## src/rtl/issue_scoreboard_pkg.sv

```systemverilog
// Shared register-id type and write-class encodings used by decode and the issue scoreboard.
package issue_scoreboard_pkg;

    typedef logic [5:0] reg_id_t;

    localparam logic [1:0] RW_NONE = 2'b00;
    localparam logic [1:0] RW_GPR  = 2'b01;
    localparam logic [1:0] RW_FPR  = 2'b10;

    localparam int SB_ENTRIES = 64;

endpackage

```

## src/rtl/issue_scoreboard_sb_entry.sv

```systemverilog
// One scoreboard entry: a countdown of cycles until the pending write lands.
// SB_FWD_BYPASS_EN: a count of 1 reports ready, because the forwarding network supplies the value.
module sb_entry #(
    parameter int WAIT_W = 5
) (
    input  logic              clk,
    input  logic              rstn,
    input  logic              load_en,
    input  logic [WAIT_W-1:0] load_val,
    output logic [WAIT_W-1:0] cnt,
    output logic              ready,
    output logic              busy
);

    // NOTE: sequential state uses non-blocking assignments so every entry samples pre-edge values.
    always_ff @(posedge clk or negedge rstn) begin
        if (!rstn) begin
            cnt <= '0;
        end else if (load_en) begin
            cnt <= load_val;
        end else if (cnt != '0) begin
            cnt <= cnt - 1'b1;
        end
    end

    assign busy = (cnt != '0);

`ifdef SB_FWD_BYPASS_EN
    assign ready = (cnt <= WAIT_W'(1));
`else
    assign ready = !busy;
`endif

endmodule

```

## src/rtl/issue_scoreboard.sv

```systemverilog
// Pending-write scoreboard between decode and execute: stalls decode on RAW/WAW hazards and counts stalls.
// Optional build macro SB_FWD_BYPASS_EN lets a consumer issue one cycle early via forwarding.
module issue_scoreboard
    import issue_scoreboard_pkg::*;
#(
    parameter int WAIT_W      = 5,
    parameter int STALL_CNT_W = 32
) (
    input  logic                   clk,
    input  logic                   rstn,
    input  logic                   id_valid,
    input  logic [5:0]             id_rs,
    input  logic                   id_rs_used,
    input  logic [5:0]             id_rt,
    input  logic                   id_rt_used,
    input  logic [1:0]             id_rw,
    input  logic [4:0]             id_rd,
    input  logic [WAIT_W-1:0]      id_wait,
    output logic                   stall,
    output logic                   issue,
    output logic                   busy_any,
    output logic [STALL_CNT_W-1:0] stall_count
);

    reg_id_t                 dst_id;
    logic                    dst_valid;
    logic                    rs_ready;
    logic                    rt_ready;
    logic                    waw_hazard;
    logic [WAIT_W-1:0]       cnt [SB_ENTRIES];
    logic [SB_ENTRIES-1:0]   ready_vec;
    logic [SB_ENTRIES-1:0]   busy_vec;

    assign dst_id    = {id_rw == RW_FPR, id_rd};
    assign dst_valid = ((id_rw == RW_GPR) || (id_rw == RW_FPR)) && (dst_id != '0) && (id_wait != '0);

    for (genvar g = 0; g < SB_ENTRIES; g++) begin : g_entry
        sb_entry #(.WAIT_W(WAIT_W)) u_entry (
            .clk      (clk),
            .rstn     (rstn),
            .load_en  (issue && dst_valid && (dst_id == reg_id_t'(g))),
            .load_val (id_wait),
            .cnt      (cnt[g]),
            .ready    (ready_vec[g]),
            .busy     (busy_vec[g])
        );
    end

    // GPR 0 is hardwired and never pending, so it is ready regardless of its entry.
    assign rs_ready   = (id_rs == '0) || ready_vec[id_rs];
    assign rt_ready   = (id_rt == '0) || ready_vec[id_rt];
    // A younger writer must not land before an older one to the same register.
    assign waw_hazard = dst_valid && (cnt[dst_id] > id_wait);

    assign stall    = id_valid && ((id_rs_used && !rs_ready) || (id_rt_used && !rt_ready) || waw_hazard);
    assign issue    = id_valid && !stall;
    assign busy_any = |busy_vec;

    always_ff @(posedge clk or negedge rstn) begin
        if (!rstn) begin
            stall_count <= '0;
        end else if (stall && (stall_count != '1)) begin
            stall_count <= stall_count + 1'b1;
        end
    end

endmodule

```

## config.mk

```make
export PLATFORM = sky130hd
export DESIGN_NAME = issue_scoreboard
export DESIGN_NICKNAME = d
export VERILOG_FILES = /design/src/rtl/issue_scoreboard_pkg.sv /design/src/rtl/issue_scoreboard_sb_entry.sv /design/src/rtl/issue_scoreboard.sv
export SDC_FILE = /design/constraint.sdc
export NUM_CORES = 1
export LEC_CHECK = 0
export BUFFER_PORTS_ARGS = -buffer_cell sky130_fd_sc_hd__buf_2
export CAP_MARGIN = 20
export CORE_MARGIN = 8
export CORE_UTILIZATION = 40
export DETAILED_ROUTE_END_ITERATION = 8
export SLEW_MARGIN = 0
export SYNTH_ARGS = -nofsm -noshare
export SYNTH_HDL_FRONTEND = slang
export SYNTH_HIERARCHICAL = 1
export SYNTH_SLANG_ARGS = --single-unit
```

## constraint.sdc

```tcl
create_clock -name clk -period 8.87 [get_ports clk]
set_clock_uncertainty 0.2 [all_clocks]
set_input_delay 1.3305 -clock clk [delete_from_list [all_inputs] [get_ports clk]]
set_output_delay 1.3305 -clock clk [all_outputs]
set_load 0.02 [all_outputs]
```

=== Word level (Yosys, flattened, before mapping) ===
Cells that the tools add are included.

* Flip-flop bits (word level): 352
* Input port bits: 29

* Add/subtract/negate cells: 65
* $lt $le $gt $ge: 4
* Equality and inequality tests: 66
* Muxes and demuxes: 135
* Bitwise operators: 1
* Reductions and logical operators: 279

{| class="wikitable"
|+ Operators with widths
! operator !! number
|-
| 5-bit 2-to-1 mux || 130
|-
| 5-bit nonzero test || 65
|-
| 5-bit by 1-bit subtractor with 5-bit output, second input constant || 64
|-
| 6-bit == test, second input constant || 32
|-
| 2-bit nonzero test || 64
|-
| 6-bit by 5-bit == test with 1-bit output, second input constant || 16
|-
| 1-bit logical AND || 73
|-
| 1-bit zero test || 67
|-
| 64-bit OR reduction || 1
|-
| 6-bit by 4-bit == test with 1-bit output, second input constant || 8
|-
| 32-bit by 1-bit adder with 32-bit output, second input constant || 1
|-
| 32-bit inequality test, second input constant || 1
|-
| 5-bit binary-select mux with 6-bit select || 1
|-
| 6-bit by 3-bit == test with 1-bit output, second input constant || 4
|-
| 6-bit zero test || 3
|-
| 6-bit by 7-bit less-than comparator with 1-bit output, second input constant || 2
|-
| 1-bit binary-select mux with 6-bit select || 2
|-
| 6-bit by 2-bit == test with 1-bit output, second input constant || 2
|-
| 7-bit >= comparator, second input constant || 1
|-
| 6-bit NOT with 7-bit output || 1
|-
| 6-bit by 1-bit == test with 1-bit output, second input constant || 1
|-
| 6-bit nonzero test || 1
|-
| 5-bit greater-than comparator || 1
|-
| 1-bit logical OR || 5
|-
| other kinds (3) || 4
|}

=== Logic depth before layout (Yosys ltp) ===
* Depth in word-level cells: 15
* Mapped depth: 20

=== Cells and area by module ===
Netlist, hierarchy kept.

{| class="wikitable"
|+ Modules (own cells, without submodules)
! module !! times used !! cells each !! area an instance (µm²) !! sequential area each (µm²)
|-
| sb_entry || 64 || 27 || 280.3 || 125.1
|-
| issue_scoreboard || 1 || 531 || 6094.6 || 800.8
|}

=== Worst setup path before layout ===
Ideal clock, no wire load.

* Path kind: input to output
* From: input port id_rd[0]
* To: output port issue
* Arrival time: 5.797 ns
* Slack: 1.543 ns
* Stages: 15
* Path buffers: 4
* Cells stage by stage: clkbuf_1 buf_1 buf_1 mux4_2 mux4_2 mux4_2 ha_1 nor2b_1 o21a_1 o211ai_1 a21oi_1 a311o_1 a21o_1 clkbuf_1 nor2_1

* Longest elaborated chain between the ends: 10

{| class="wikitable"
|+ Ends and longest elaborated chain
! item !! RTL line !! source
|-
| start, declared || issue_scoreboard.sv:17 || <nowiki>input logic [4:0] id_rd,</nowiki>
|-
| 6-bit NOT with 7-bit output (implied by the code) || issue_scoreboard.sv:53 || <nowiki>assign waw_hazard = dst_valid && (cnt[dst_id] > id_wait);</nowiki>
|-
| 5-bit binary-select mux with 6-bit select || issue_scoreboard.sv:53 ||
|-
| 5-bit 2-to-1 mux (implied by the code) (2 in series) || issue_scoreboard.sv:53 ||
|-
| 5-bit greater-than comparator || issue_scoreboard.sv:53 ||
|-
| 1-bit logical AND (*) || issue_scoreboard.sv:53 ||
|-
| 1-bit logical OR (*) || issue_scoreboard.sv:55 || <nowiki>assign stall = id_valid && ((id_rs_used && !rs_ready) || (id_rt_used && !rt_ready) || waw_hazard);</nowiki>
|-
| 1-bit logical AND (*) || issue_scoreboard.sv:55 ||
|-
| 1-bit zero test (*) || issue_scoreboard.sv:56 || <nowiki>assign issue = id_valid && !stall;</nowiki>
|-
| 1-bit logical AND (*) || issue_scoreboard.sv:56 ||
|-
| end, declared || issue_scoreboard.sv:20 || <nowiki>output logic issue,</nowiki>
|}

Every way passes the cells marked *; elsewhere a longest branch is shown, timed or not. The select of a mux whose other input is x is not followed.

=== Worst setup path after layout ===
Same ends and word-level chain as after synthesis.

==> impl_metrics.xml <==
<?xml version="1.0" encoding="UTF-8"?>
<metrics>
  <group name="drt">
    <metric name="detail_route.drc_violations" unit="">0</metric>
    <metric name="viasPerCell" unit="">5.83</metric>
    <metric name="drtPass1Iterations" unit="">6</metric>
    <metric name="post_drt_wl_per_cell" unit="µm">22.9</metric>
    <metric name="drt-total-wl" unit="mm">71.8</metric>
    <metric name="via_count" unit="">18300</metric>
    <metric name="drt_iter0_drc" unit="">1770</metric>
    <metric name="route.antenna.remaining_nets" unit="">0</metric>
  </group>
  <group name="timing">
    <metric name="final_critical_path_setup_slack" unit="ns">1.33</metric>
    <metric name="setup_tns" unit="ns">0</metric>
    <metric name="timing_max_transition_violations_final" unit="">0</metric>
    <metric name="slew_headroom" unit="">0.324</metric>
    <metric name="maxClockFrequency" unit="MHz">133</metric>
    <metric name="hold_slack" unit="ns">0.291</metric>
    <metric name="setup_viol" unit="">0</metric>
    <metric name="final_min_period_over_clock_period" unit="">0.850</metric>
    <metric name="unrepaired_setup_endpoints_after_global_routing" unit="">false</metric>
    <metric name="minimum_period_implied_by_the_final_worst_setup_slack" unit="ns">7.54</metric>
    <metric name="max_slew.worst_pin.slew" unit="ns">1.01</metric>
    <metric name="hold_viol" unit="">0</metric>
  </group>
  <group name="synthesis">
    <metric name="synthDistinctLibCells" unit="">50</metric>
    <metric name="postSynthRegisterBits" unit="">352</metric>
    <metric name="synth.yosys.seq_area_share" unit="">0.367</metric>
    <metric name="postSynthCellCount" unit="">2259</metric>
    <metric name="post_synth_instance_area" unit="µm²">24000</metric>
    <metric name="synthDominantCellAreaShare" unit="">0.367</metric>
    <metric name="synth_flop_cell" unit="">dfrtp_1</metric>
    <metric name="syn_nets" unit="">2359</metric>
    <metric name="synth_enable_flop_cells" unit="">0</metric>
    <metric name="yosys-top-cells-area" unit="">dfrtp_1 (37%), mux4_2 (12%), xnor2_1 (8.0%), nor4b_4 (6.3%), o31ai_1 (6.0%)</metric>
    <metric name="avgSynthCellArea" unit="µm²">10.6</metric>
    <metric name="ys.warnings.count" unit="">6</metric>
    <metric name="synth_area_leader_cell" unit="">dfrtp_1</metric>
    <metric name="synthMostInstantiatedCell" unit="">dfrtp_1</metric>
    <metric name="ffs_w_async_s_r_synth" unit="">1.00</metric>
    <metric name="synth_common_cells" unit="">dfrtp_1 (352), nand2_1 (281), inv_1 (268)</metric>
  </group>
  <group name="placement">
    <metric name="placement.setup.worst_slack" unit="ns">1.28</metric>
    <metric name="gpl.final_weighted_congestion" unit="">0.912</metric>
    <metric name="buffer_ports.inserted" unit="">63</metric>
    <metric name="detailed_place_hpwl" unit="mm">49.5</metric>
  </group>
  <group name="global_route">
    <metric name="first_global_vias" unit="">18400</metric>
    <metric name="track_usage" unit="">0.210</metric>
    <metric name="pin_count_of_the_biggest_net_entering_global_routing" unit="">95</metric>
    <metric name="grt_pass1_wl" unit="mm">112</metric>
    <metric name="grt_overflow" unit="">0</metric>
    <metric name="antenna_found_initial" unit="">4</metric>
  </group>
  <group name="finish">
    <metric name="post_route_cells_drive_above_1_share" unit="">0.205</metric>
    <metric name="area_delta_synth_final" unit="%">11.7</metric>
    <metric name="fin_util" unit="">0.448</metric>
    <metric name="layout.nets" unit="">2420</metric>
    <metric name="n_fill_cell" unit="">5566</metric>
  </group>
  <group name="hold_path">
    <metric name="hp-class" unit="">reg -&gt; reg</metric>
  </group>
  <group name="critical_path">
    <metric name="arrival_worst_endpoint" unit="ns">6.01</metric>
    <metric name="critical_path_class" unit="">in -&gt; out</metric>
    <metric name="worstSetupStartpointType" unit="">input pin</metric>
    <metric name="critical_path_required" unit="ns">7.34</metric>
    <metric name="critPathCaptureType" unit="">primary output</metric>
    <metric name="worstPathMaxFanout" unit="">69</metric>
  </group>
  <group name="clock_network">
    <metric name="cts_root_buf" unit="">clkbuf_16</metric>
    <metric name="cts-root-to-sink-buffers" unit="">3</metric>
    <metric name="cts.repair.resized" unit="">0</metric>
    <metric name="cts.sink_count" unit="">352</metric>
    <metric name="path_clk_slew" unit="ns">0.05</metric>
    <metric name="htreeDepth" unit="">2</metric>
    <metric name="numCtsBuffers" unit="">41</metric>
    <metric name="cts-hold-fix-buffers" unit="">0</metric>
    <metric name="cts_setup_buffers" unit="">0</metric>
    <metric name="clk-insertion-delay-late" unit="ns">0.58</metric>
    <metric name="tritoncts" unit="">built</metric>
  </group>
  <group name="run_status">
    <metric name="status" unit="">finished, final reports clean</metric>
  </group>
  <group name="power">
    <metric name="p_per_area" unit="nW/µm²">345</metric>
    <metric name="static-leakage-power" unit="nW">10.2</metric>
    <metric name="ir_drop" unit="mV">0.180</metric>
  </group>
  <group name="floorplanning">
    <metric name="die_area" unit="µm²">68200</metric>
    <metric name="fp-row-count" unit="">90</metric>
    <metric name="core_area" unit="µm²">59900</metric>
    <metric name="io-pin-count" unit="">64</metric>
    <metric name="start_util" unit="">0.401</metric>
    <metric name="die_w" unit="µm">261</metric>
    <metric name="die_h" unit="µm">261</metric>
  </group>
  <group name="job">
    <metric name="maxCapViolCount" unit="">0</metric>
  </group>
</metrics>
path summary, 6_finish.rpt:
kind,endpoint,slack [ns],start,cells past startpoint
worst max register to register,g_entry[28].u_entry/cnt[1],3.19,g_entry[63].u_entry/cnt[2],14
min in group asynchronous,g_entry[32].u_entry/cnt[1],0.60,rstn,1
worst max-delay path,issue,1.33,id_rd[0],14
worst min register to register,stall_count[7],0.29,stall_count[7],1
max in group asynchronous,g_entry[56].u_entry/cnt[0],6.37,rstn,2
worst min-delay path,stall_count[7],0.29,stall_count[7],1
worst max-delay path: stages:
cell and delay, ns:
buf_6 0.70, buf_4 0.37, mux4_2 0.53, mux4_2 0.47
mux4_2 0.47, ha_1 0.30, nor2b_1 0.13, o21a_1 0.17
o211ai_1 0.15, a21oi_1 0.11, a311o_1 0.37, a21o_1 0.45
nor2_1 0.20, buf_2 0.19
report_power, final:
group	internal, mW	total [mW]	switching [mW]
sequential	2.37	3.43	1.06
clock	1.02	1.74	0.718
combinational	2.20	4.10	1.90
metrics by stage:
step / instances / area (µm²) / total power, mW
after floorplan: 2259 / 24000 / 6.38
after global placement: 3059 / 25500 / 7.30
after detailed placement: 3059 / 25500 / 7.51
after CTS: 3134 / 26800 / 9.29
after global routing: 3135 / 26800 / 9.87
final: 3138 / 26900 / 9.27
area by class of cell:
class	count	area [µm²]	area share
inverters	268	1010	0.0375
flip-flops and latches	352	8810	0.328
clock inverters	14	109	0.00405
repair buffers	142	940	0.0350
well taps	782	978	0.0364
diodes	4	10.0	0.000373
clock buffers	61	1270	0.0474
multi-input cells	1515	13700	0.511
layout by cell type, fill, tap and decap left out, types with 13 or more instances in the layout:
master | Yosys | routed
o21ai_0 | 129 | 129
nor4b_1 | 20 | 20
nand4_1 | 19 | 19
xnor2_1 | 220 | 220
dfrtp_1 | 352 | 352
buf_2 | 6 | 60
mux4_2 | 133 | 133
ha_1 | 71 | 71
nand3_1 | 26 | 26
clkbuf_16 | 0 | 43
nor3_1 | 104 | 104
buf_4 | 0 | 79
mux2_2 | 68 | 68
nand2_1 | 281 | 281
clkbuf_8 | 0 | 13
mux2i_1 | 71 | 71
inv_1 | 268 | 268
nor4b_4 | 64 | 64
o31ai_1 | 192 | 192
nor4_1 | 36 | 35
registers in the layout (all words and copies together), names as in the netlist:
signal and flops:
g_entry.u_entry/cnt 320, stall_count 32
metal layers:
layer / track usage / routed length [µm] / share of wire
met1: 0.290 / 31000 / 0.43
met2: 0.325 / 32200 / 0.45
met3: 0.0452 / 6170 / 0.086
met4: 0.0738 / 2370 / 0.033
met5: 0 / 15 / 0.00021
cell families (layout without fill, tap and decap cells):
kind of cell    count (synthesis)  after routing  share of synthesized area
mux                           276            276                      0.190
flops                         352            352                      0.367
other cells                     1              5                   0.000156
xor+xnor                      221            221                     0.0809
buf+inv                       392            485                     0.0625
simple gates                  605            605                      0.170
fa+ha+maj                      71             71                     0.0370
compound gates                341            341                     0.0929
Power figures use the tool's default switching activity.
